[config.mk]
export PLATFORM = sky130hd
export DESIGN_NAME = cpa_word_serial_sequencer
export DESIGN_NICKNAME = d
export VERILOG_FILES = /design/src/rtl/cpa_word_serial_sequencer.sv
export SDC_FILE = /design/constraint.sdc
export NUM_CORES = 1
export LEC_CHECK = 0
export ABC_AREA = 1
export ABC_CLOCK_PERIOD_IN_PS = 8900
export CORE_UTILIZATION = 55
export CTS_BUF_LIST = sky130_fd_sc_hd__clkbuf_16
export CTS_CLUSTER_SIZE = 20
export DETAILED_ROUTE_END_ITERATION = 7
export PLACE_DENSITY = 0.85
export SLEW_MARGIN = 20
export SYNTH_ARGS = -nofsm -noshare
export SYNTH_HDL_FRONTEND = slang
export SYNTH_HIERARCHICAL = 1
export SYNTH_SLANG_ARGS = --single-unit
[constraint.sdc]
create_clock -name clk -period 8.9 [get_ports clk]
set_clock_uncertainty 0.15 [all_clocks]
set_input_delay 1.78 -clock clk [delete_from_list [all_inputs] [get_ports clk]]
set_output_delay 1.78 -clock clk [all_outputs]
set_load 0.1 [all_outputs]
[src/rtl/cpa_word_serial_sequencer.sv]
// Word-serial wide adder: one BIT_LEN-bit Brent-Kung adder is stepped over
// NUM_WORDS words (LSW first) with the inter-word carry kept in a register.

module brent_kung_adder #(
  parameter int W = 16
) (
  input  logic [W-1:0] a,
  input  logic [W-1:0] b,
  output logic [W:0]   s
);
  localparam int TOP = (W > 1) ? (1 << ($clog2(W) - 1)) : 1;

  logic [W-1:0] p;
  logic [W-1:0] gg;
  logic [W-1:0] pp;

  always_comb begin
    p  = a ^ b;
    gg = a & b;
    pp = p;
    // Up-sweep builds group prefixes at 2^k-1; down-sweep fills the gaps.
    for (int d = 1; d < W; d = d * 2) begin
      for (int i = 2 * d - 1; i < W; i = i + 2 * d) begin
        gg[i] = gg[i] | (pp[i] & gg[i-d]);
        pp[i] = pp[i] & pp[i-d];
      end
    end
    for (int d = TOP; d >= 1; d = d / 2) begin
      for (int i = 3 * d - 1; i < W; i = i + 2 * d) begin
        gg[i] = gg[i] | (pp[i] & gg[i-d]);
      end
    end
    s[0] = p[0];
    for (int i = 1; i < W; i++) begin
      s[i] = p[i] ^ gg[i-1];
    end
    s[W] = gg[W-1];
  end
endmodule

module cpa_word_serial_sequencer #(
  parameter int BIT_LEN   = 16,
  parameter int NUM_WORDS = 4
) (
  input  logic                           clk,
  input  logic                           rst_n,
  input  logic                           in_valid,
  output logic                           in_ready,
  input  logic [NUM_WORDS*BIT_LEN-1:0]   in_a,
  input  logic [NUM_WORDS*BIT_LEN-1:0]   in_b,
  input  logic                           in_cin,
  output logic                           out_valid,
  input  logic                           out_ready,
  output logic [NUM_WORDS*BIT_LEN-1:0]   out_sum,
  output logic                           out_carry,
  output logic                           busy
);
  localparam int TOTAL = NUM_WORDS * BIT_LEN;
  localparam int IDX_W = (NUM_WORDS > 1) ? $clog2(NUM_WORDS) : 1;

  typedef enum logic [1:0] {IDLE, RUN, DONE} state_t;

  state_t             state_reg, state_next;
  logic [TOTAL-1:0]   a_reg, b_reg, sum_reg;
  logic               carry_reg;
  logic [IDX_W-1:0]   idx_reg;

  logic [BIT_LEN-1:0] word_a, word_b, word_sum;
  logic [BIT_LEN:0]   adder_s;
  logic               carry_next;
  logic               last_word;

  generate
    if (NUM_WORDS == 1) begin : g_single
      assign word_a = a_reg;
      assign word_b = b_reg;
    end else begin : g_multi
      logic [BIT_LEN-1:0] a_words [NUM_WORDS];
      logic [BIT_LEN-1:0] b_words [NUM_WORDS];
      for (genvar gi = 0; gi < NUM_WORDS; gi++) begin : g_word
        assign a_words[gi] = a_reg[gi*BIT_LEN +: BIT_LEN];
        assign b_words[gi] = b_reg[gi*BIT_LEN +: BIT_LEN];
      end
      assign word_a = a_words[idx_reg];
      assign word_b = b_words[idx_reg];
    end
  endgenerate

  brent_kung_adder #(.W(BIT_LEN)) u_adder (
    .a (word_a),
    .b (word_b),
    .s (adder_s)
  );

  // The stored carry is folded in after the adder; an all-ones word
  // propagates it onward to the next word.
  assign word_sum   = adder_s[BIT_LEN-1:0] + {{(BIT_LEN-1){1'b0}}, carry_reg};
  assign carry_next = adder_s[BIT_LEN] | (carry_reg & (&adder_s[BIT_LEN-1:0]));
  assign last_word  = (idx_reg == IDX_W'(NUM_WORDS - 1));

  always_comb begin
    state_next = state_reg;
    in_ready   = 1'b0;
    out_valid  = 1'b0;
    busy       = 1'b0;
    case (state_reg)
      IDLE: begin
        in_ready = 1'b1;
        if (in_valid) state_next = RUN;
      end
      RUN: begin
        busy = 1'b1;
        if (last_word) state_next = DONE;
      end
      DONE: begin
        busy      = 1'b1;
        out_valid = 1'b1;
        if (out_ready) state_next = IDLE;
      end
      default: state_next = IDLE;
    endcase
  end

  assign out_sum   = sum_reg;
  assign out_carry = carry_reg;

  always_ff @(posedge clk or negedge rst_n) begin
    if (!rst_n) begin
      state_reg <= IDLE;
      a_reg     <= '0;
      b_reg     <= '0;
      sum_reg   <= '0;
      carry_reg <= 1'b0;
      idx_reg   <= '0;
    end else begin
      state_reg <= state_next;
      if (state_reg == IDLE && in_valid) begin
        a_reg     <= in_a;
        b_reg     <= in_b;
        carry_reg <= in_cin;
        idx_reg   <= '0;
      end else if (state_reg == RUN) begin
        for (int w = 0; w < NUM_WORDS; w++) begin
          if (idx_reg == IDX_W'(w)) sum_reg[w*BIT_LEN +: BIT_LEN] <= word_sum;
        end
        carry_reg <= carry_next;
        idx_reg   <= last_word ? '0 : idx_reg + 1'b1;
      end
    end
  end
endmodule
Yosys cells after proc, flatten, opt, wreduce, memory -nomap -nowiden
Cells that the tools add are included.
W data, S select, Z words.
{"block": "word_totals", "regBits": 197, "in_bits": 133, "out_inout_bits": 68, "wordCells": 133}
{"block": "op_classes", "add_sub_neg": 2, "order_cmp": 1, "eq_ne": 8, "n_mux": 18, "n_bitwise": 84, "reduce_logical": 11}
{"cell": "$bmux W16 S2", "count": 2}
{"cell": "$mux W16", "count": 4}
{"cell": "$and A1 B1 Y1", "count": 38}
{"cell": "$or A1 B1 Y1", "count": 27}
{"cell": "$add A16 B1 Y16", "count": 1}
{"cell": "$and A16 B16 Y16", "count": 1}
{"cell": "$reduce_and A16 Y1", "count": 1}
{"cell": "$xor A16 B16 Y16", "count": 1}
{"cell": "$reduce_and A3 Y1", "count": 5}
{"cell": "$xor A1 B1 Y1", "count": 15}
{"cell": "$mux W2", "count": 6}
{"cell": "$eq A2 B2 Y1 const B", "count": 3}
{"cell": "$ne A2 B2 Y1 const B", "count": 3}
{"cell": "$pmux W2 S3", "count": 1}
{"cell": "$mux W1", "count": 5}
{"cell": "$eq A2 B1 Y1 const B", "count": 2}
{"cell": "$logic_not A2 Y1", "count": 2}
{"cell": "$ge A3 B3 Y1 const B", "count": 1}
{"cell": "$not A2 Y3", "count": 1}
{"cell": "$add A2 B1 Y2 const B", "count": 1}
{"cell": "$reduce_bool A2 Y1", "count": 1}
{"cell": "$reduce_or A2 Y1", "count": 1}
{"cell": "$logic_and A1 B1 Y1", "count": 1}
{"cell": "$not A1 Y1", "count": 1}

Logic depth before layout (Yosys ltp)
{"block": "depth", "depth_word": 23, "depth_mapped": 24}

Cells and area by module
Netlist, hierarchy kept.
{"module": "cpa_word_serial_sequencer", "instances": 1, "cells_per_inst": 1068, "area_per_inst_um2": 8728.4, "seq_area_each_um2": 4929.7}
{"module": "brent_kung_adder", "instances": 1, "cells_per_inst": 84, "area_per_inst_um2": 655.6, "seq_area_each_um2": 0.0}

Worst setup path before layout
Ideal clock, no wire load.
{"block": "synth_path", "kind": "reg-to-reg", "startpoint": "register idx_reg[0]", "endpoint": "register sum_reg[14], in the netlist out_sum[14]", "setup_ns": 0.120, "arrival_time_ns": 3.243, "t_required_ns": 8.630, "slack_ns": 5.387, "stages_incl_launch_ff": 23, "n_path_buf": 3, "period_less_slack_ns": 3.513, "cell_sequence": "dfrtp_1 -> buf_2 -> inv_1 -> buf_4 -> buf_2 -> nor2_1 -> o22ai_1 -> ha_1 -> fa_1 -> nand2_1 -> nand2_1 -> nand3_1 -> nand2_2 -> a31oi_1 -> fa_1 -> inv_1 -> nand2_1 -> nor2_1 -> nand3_1 -> nor2_1 -> nand2_1 -> nand3_1 -> nand2_1"}
{"block": "synth_between", "word_cells_on_any_way": 76, "cone_classes": "add/sub: 1; mux: 6; bitwise: 67; reduce/logical: 2"}
{"item": "from (decl)", "line_no": "66", "text": "logic [IDX_W-1:0] idx_reg;"}
{"item": "from (signal assigned)", "line_no": "147", "text": "idx_reg <= last_word ? '0 : idx_reg + 1'b1;"}
{"item": "$not A2 Y3 (implied by the code)", "line_no": "85", "text": "assign word_b = b_words[idx_reg];"}
{"item": "$bmux W16 S2", "line_no": "85"}
{"item": "$mux W16 (implied by the code) (2 in a row)", "line_no": "85"}
{"item": "via word_b[0]", "line_no": "68", "text": "logic [BIT_LEN-1:0] word_a, word_b, word_sum;"}
{"item": "$and A16 B16 Y16", "line_no": "19", "text": "gg = a & b;"}
{"item": "$and A1 B1 Y1", "line_no": "24", "text": "gg[i] = gg[i] | (pp[i] & gg[i-d]);"}
{"item": "$or A1 B1 Y1", "line_no": "24"}
{"item": "$and A1 B1 Y1", "line_no": "24"}
{"item": "$or A1 B1 Y1", "line_no": "24"}
{"item": "$and A1 B1 Y1", "line_no": "24"}
{"item": "$or A1 B1 Y1", "line_no": "24"}
{"item": "$and A1 B1 Y1", "line_no": "30", "text": "gg[i] = gg[i] | (pp[i] & gg[i-d]);"}
{"item": "$or A1 B1 Y1", "line_no": "30"}
{"item": "$xor A1 B1 Y1", "line_no": "35", "text": "s[i] = p[i] ^ gg[i-1];"}
{"item": "via adder_s[10]", "line_no": "69", "text": "logic [BIT_LEN:0] adder_s;"}
{"item": "$add A16 B1 Y16", "line_no": "97", "text": "assign word_sum = adder_s[BIT_LEN-1:0] + {{(BIT_LEN-1){1'b0}}, carry_reg};"}
{"item": "to (signal, indexed assignment)", "line_no": "144", "text": "if (idx_reg == IDX_W'(w)) sum_reg[w*BIT_LEN +: BIT_LEN] <= word_sum;"}
{"item": "to (decl)", "line_no": "64", "text": "logic [TOTAL-1:0] a_reg, b_reg, sum_reg;"}
The timed path passes the listed nets, and every way through them passes these cells. The select of a mux whose other input is x is not followed.
A chain may end at the register's enable or synchronous reset.

Worst setup path after layout
{"block": "layout_path", "startpoint": "register idx_reg[0]", "endpoint": "register sum_reg[28], in the netlist out_sum[28]"}
{"block": "layout_between", "word_cells_on_any_way": 67, "cone_classes": "add/sub: 1; eq/ne: 1; mux: 6; bitwise: 58; reduce/logical: 1"}
{"item": "$not A2 Y3 (implied by the code) *", "line_no": "85"}
{"item": "$bmux W16 S2 *", "line_no": "85"}
{"item": "$mux W16 (implied by the code) * (2 in a row)", "line_no": "85"}
{"item": "via word_b[3]", "line_no": "68"}
{"item": "$xor A16 B16 Y16", "line_no": "18", "text": "p = a ^ b;"}
{"item": "$and A1 B1 Y1, on equally long branches", "line_no": "24, 25"}
{"item": "$or A1 B1 Y1 / $and A1 B1 Y1 (equally long branches)", "line_no": "24"}
{"item": "$or A1 B1 Y1 *", "line_no": "24"}
{"item": "$and A1 B1 Y1 *", "line_no": "30"}
{"item": "$or A1 B1 Y1 *", "line_no": "30"}
{"item": "$and A1 B1 Y1 *", "line_no": "30"}
{"item": "$or A1 B1 Y1 *", "line_no": "30"}
{"item": "$xor A1 B1 Y1 *", "line_no": "35"}
{"item": "via adder_s[7]", "line_no": "69"}
{"item": "$add A16 B1 Y16 *", "line_no": "97"}
Mark *: on every way through the listed nets, which the timed path passes. The rest lies on a longest branch. The select of a mux whose other input is x is not followed.

==> results by group <==
STA
  – Maximum operating frequency: around 0.23 GHz
  – Number of slew-limit violations in the final report: 0
  – Max-slew headroom: 27.3%
  – Sum of negative setup slack: 0 ns
  – Measured slew at the worst slew-check pin: 1.09 ns
  – Share of the clock period used by the worst path after layout: about 49%
  – Hold violation count in the final report: 0
  – RSZ-0062 raised after global routing: false
  – Minimum period implied by the final worst setup slack: between 4 and 5 ns
  – Setup-failing EPs final: 0

Synthesis
  – Register bit count reported by yosys: 197
  – Largest family of logic cells by synthesized area: simple AND/OR/NAND/NOR gates
  – Post-synth design cell area: 9380 µm²
  – Fraction of the yosys area taken by sequential cells: around 53%
  – Post-synthesis compound-gate area fraction: under 10%
  – Per-instance average area after synthesis: just over 8 µm²
  – Post-synthesis adder-cell area fraction: 5.17%
  – Multiplexer share of the synthesized area: 0%
  – Number of distinct library cells after synthesis: 34
  – Mapped Nets: roughly 1300
  – Share of synthesized cell area in and, or, nand and nor gates: between 20% and 30%
  – Total of warnings raised by yosys: 6
  – Post-synthesis share of cell area spent on xor and xnor gates: under 10%
  – Gate Count Post-Synth: about 1200

Routing
  – Vias after detailed routing: 8412
  – Average via count per standard cell: ~5.4
  – Detailed Route WL: ~25 mm
  – Routed wire length per instance: 16.0 µm
  – Post-route antenna net violation count: 0
  – DRC marker count from the first detailed-route iteration: around 790
  – First-pass iteration count of the detailed router: 6
  – DRC violation count after routing: 0

Setup path
  – Cell at the slowest stage of the critical path: sky130_fd_sc_hd__inv_2
  – Cell-by-cell trace of the critical path: inv_2, o21ai_0, o22ai_1, ha_1, or2_1, nand2_1, o21bai_1, inv_1, fa_1, xnor2_1, nand2_1, nor2_2, nand2_2, nor2_2, nand3_1, nand3_1, nand2_1
  – Most numerous cell on the critical path: sky130_fd_sc_hd__nand2_1
  – Peak per-stage delay on the critical path: about 0.76 ns
  – Data arrival, critical path: 4.55 ns
  – WS Path Type: reg2reg
  – Startpoint kind of the worst setup timing path: flip-flop
  – Worst Path Required: around 9 ns
  – Peak fanout along the critical path: just under 70
  – Endpoint class of the critical path: flip-flop

Clock tree
  – Post-CTS Repair Setup Buffers: 0
  – Clock slew at the register clock pins of the worst setup and hold paths: 0.07 ns
  – CTS hold repair buffers: 0
  – Maximum number of buffers from clock root to sink: 2
  – Total number of H-tree levels: 4
  – Post-cts gate resize count: 0
  – Clock latency of the later-clocked register in the worst-skew pair: around 0.44 ns
  – Number of CTS-inserted buffers: 17
  – Root cell of the clock tree: sky130_fd_sc_hd__clkbuf_16
  – TritonCTS clock tree: yes
  – Clock sink total: roughly 200

Final layout
  – Fraction of layout cells with a size suffix above 1: 5.09%
  – Most common cell after layout, fill and taps aside: sky130_fd_sc_hd__nand2_1
  – Most frequent cells in the layout: sky130_fd_sc_hd__nand2_1 (529), sky130_fd_sc_hd__clkdlybuf4s50_1 (199), sky130_fd_sc_hd__dfrtp_1 (196)
  – Count of antenna diodes in the layout: 0
  – Layout area overhead: 28.5%
  – Final #Nets: roughly 1500

GRT
  – Met2 Use GR: 48.3%
  – Met1 track demand over resource: roughly 39%
  – Wire length of the first global-routing pass: 40.5 mm
  – GRT overflow: 0
  – Vias in the first global route: between 8000 and 9000
  – Global route hottest layer: met2
  – Initial antenna violation count: 0
  – Total routing usage reported by global routing: between 20% and 30%
  – Met3 global-route usage: 4.71%
  – Largest net degree at the start of global routing: around 130

Die
  – Width of the die: ~130 µm
  – Effective utilization at floorplan: between 50% and 60%
  – Placeable Area: between 15000 and 20000 µm²
  – Die extent in y: around 130 µm
  – Number of top-level pins: around 200
  – Number of rows created at floorplan: 47
  – Area enclosed by the die boundary: 17600 µm²

Run status
  – Result of the run: complete, no violations

Job
  – Max-cap violations: 0

Placed design
  – Detailed-placement wirelength estimate: around 17 mm
  – Routability congestion estimate from global placement: 0.870
  – I/O Buffers: 200

Min path
  – Worst hold path type: reg2reg
-- Yosys cell counts, drive strengths merged --
cell	instances	area, µm²
nand2	535	2020
dfrtp	197	4930
o21ai	102	526
nor2	84	338
inv	45	171
o22ai	32	200
nand3	31	155
buf	29	163
clkbuf	27	101
ha	26	325
fa	8	160
a21oi	7	35.0
xnor2	7	61.3
xor2	7	61.3
o21bai	3	30.0
or2	3	18.8
a211oi	2	15.0
nand4	2	12.5
a21boi	1	18.8
a21o	1	7.51
a31oi	1	6.26
nor3	1	16.3
o221ai	1	8.76
-- final timing paths --
| kind | start | endpoint | slack [ns] | depth (start not counted) |
|---|---|---|---|---|
| setup reg to reg | idx_reg[0] | out_sum[28] | 4.54 | 17 |
| min in group asynchronous | rst_n | a_reg[53] | 1.29 | 1 |
| max in group asynchronous | rst_n | idx_reg[0] | 5.80 | 2 |
| hold / removal | a_reg[39] | a_reg[39] | 0.32 | 2 |
| setup / recovery | idx_reg[0] | out_sum[28] | 4.54 | 17 |
| hold reg to reg | a_reg[39] | a_reg[39] | 0.32 | 2 |
-- logic make-up after synthesis --
logic type,count (synthesis)
AOI/OAI and AO/OA,150
buffers and inverters,101
xor gates and xnor gates,14
DFF,197
adders and majority gates,34
and+or+nand+nor,656
-- stage by stage --
| stage | worst slack [ns] | cells | hold WS [ns] | instance area (µm²) | utilization [%] |
|---|---|---|---|---|---|
| 2_1_floorplan | 5.39 | 1152 | 0.294 | 9380 | - |
| 5_1_grt | 4.10 | 1556 | 0.343 | 12100 | 72.5 |
| 6_report | 4.54 | 1556 | 0.324 | 12100 | 72.5 |
| 4_1_cts | 4.57 | 1556 | 0.328 | 12100 | 72.5 |
| 3_3_place_gp | 4.60 | 1524 | 0.308 | 11500 | 68.9 |
| 3_5_place_dp | 4.52 | 1524 | 0.310 | 11500 | 68.9 |
-- critical path: cells and delay by family, from the launching register on --
kind            cells  cell delay, ns
compound gates      3            0.64
xor+xnor            1            0.41
fa+ha+maj           2            0.64
buf+inv             2            0.83
flops               1            0.41
simple gates        9            1.13
-- metal layers --
| metal | part of all wire [%] | wire length (µm) |
|---|---|---|
| met1 | 41 | 10200 |
| met4 | 3.7 | 914 |
| met2 | 49 | 12100 |
| met3 | 6.8 | 1700 |
| met5 | 0 | 0 |
-- layout make-up --
class                   instances  area [µm²]
well taps                     220         275
clock buffers                  17         425
fillers                      1242        4580
clock inverters                15         165
multi-input cells             854        4020
flip-flops and latches        197        4930
inverters                      45         176
repair buffers                208        2070
Power is not shown: default switching activity piles up to over one toggle a cycle in this logic, so the estimate is an artifact.
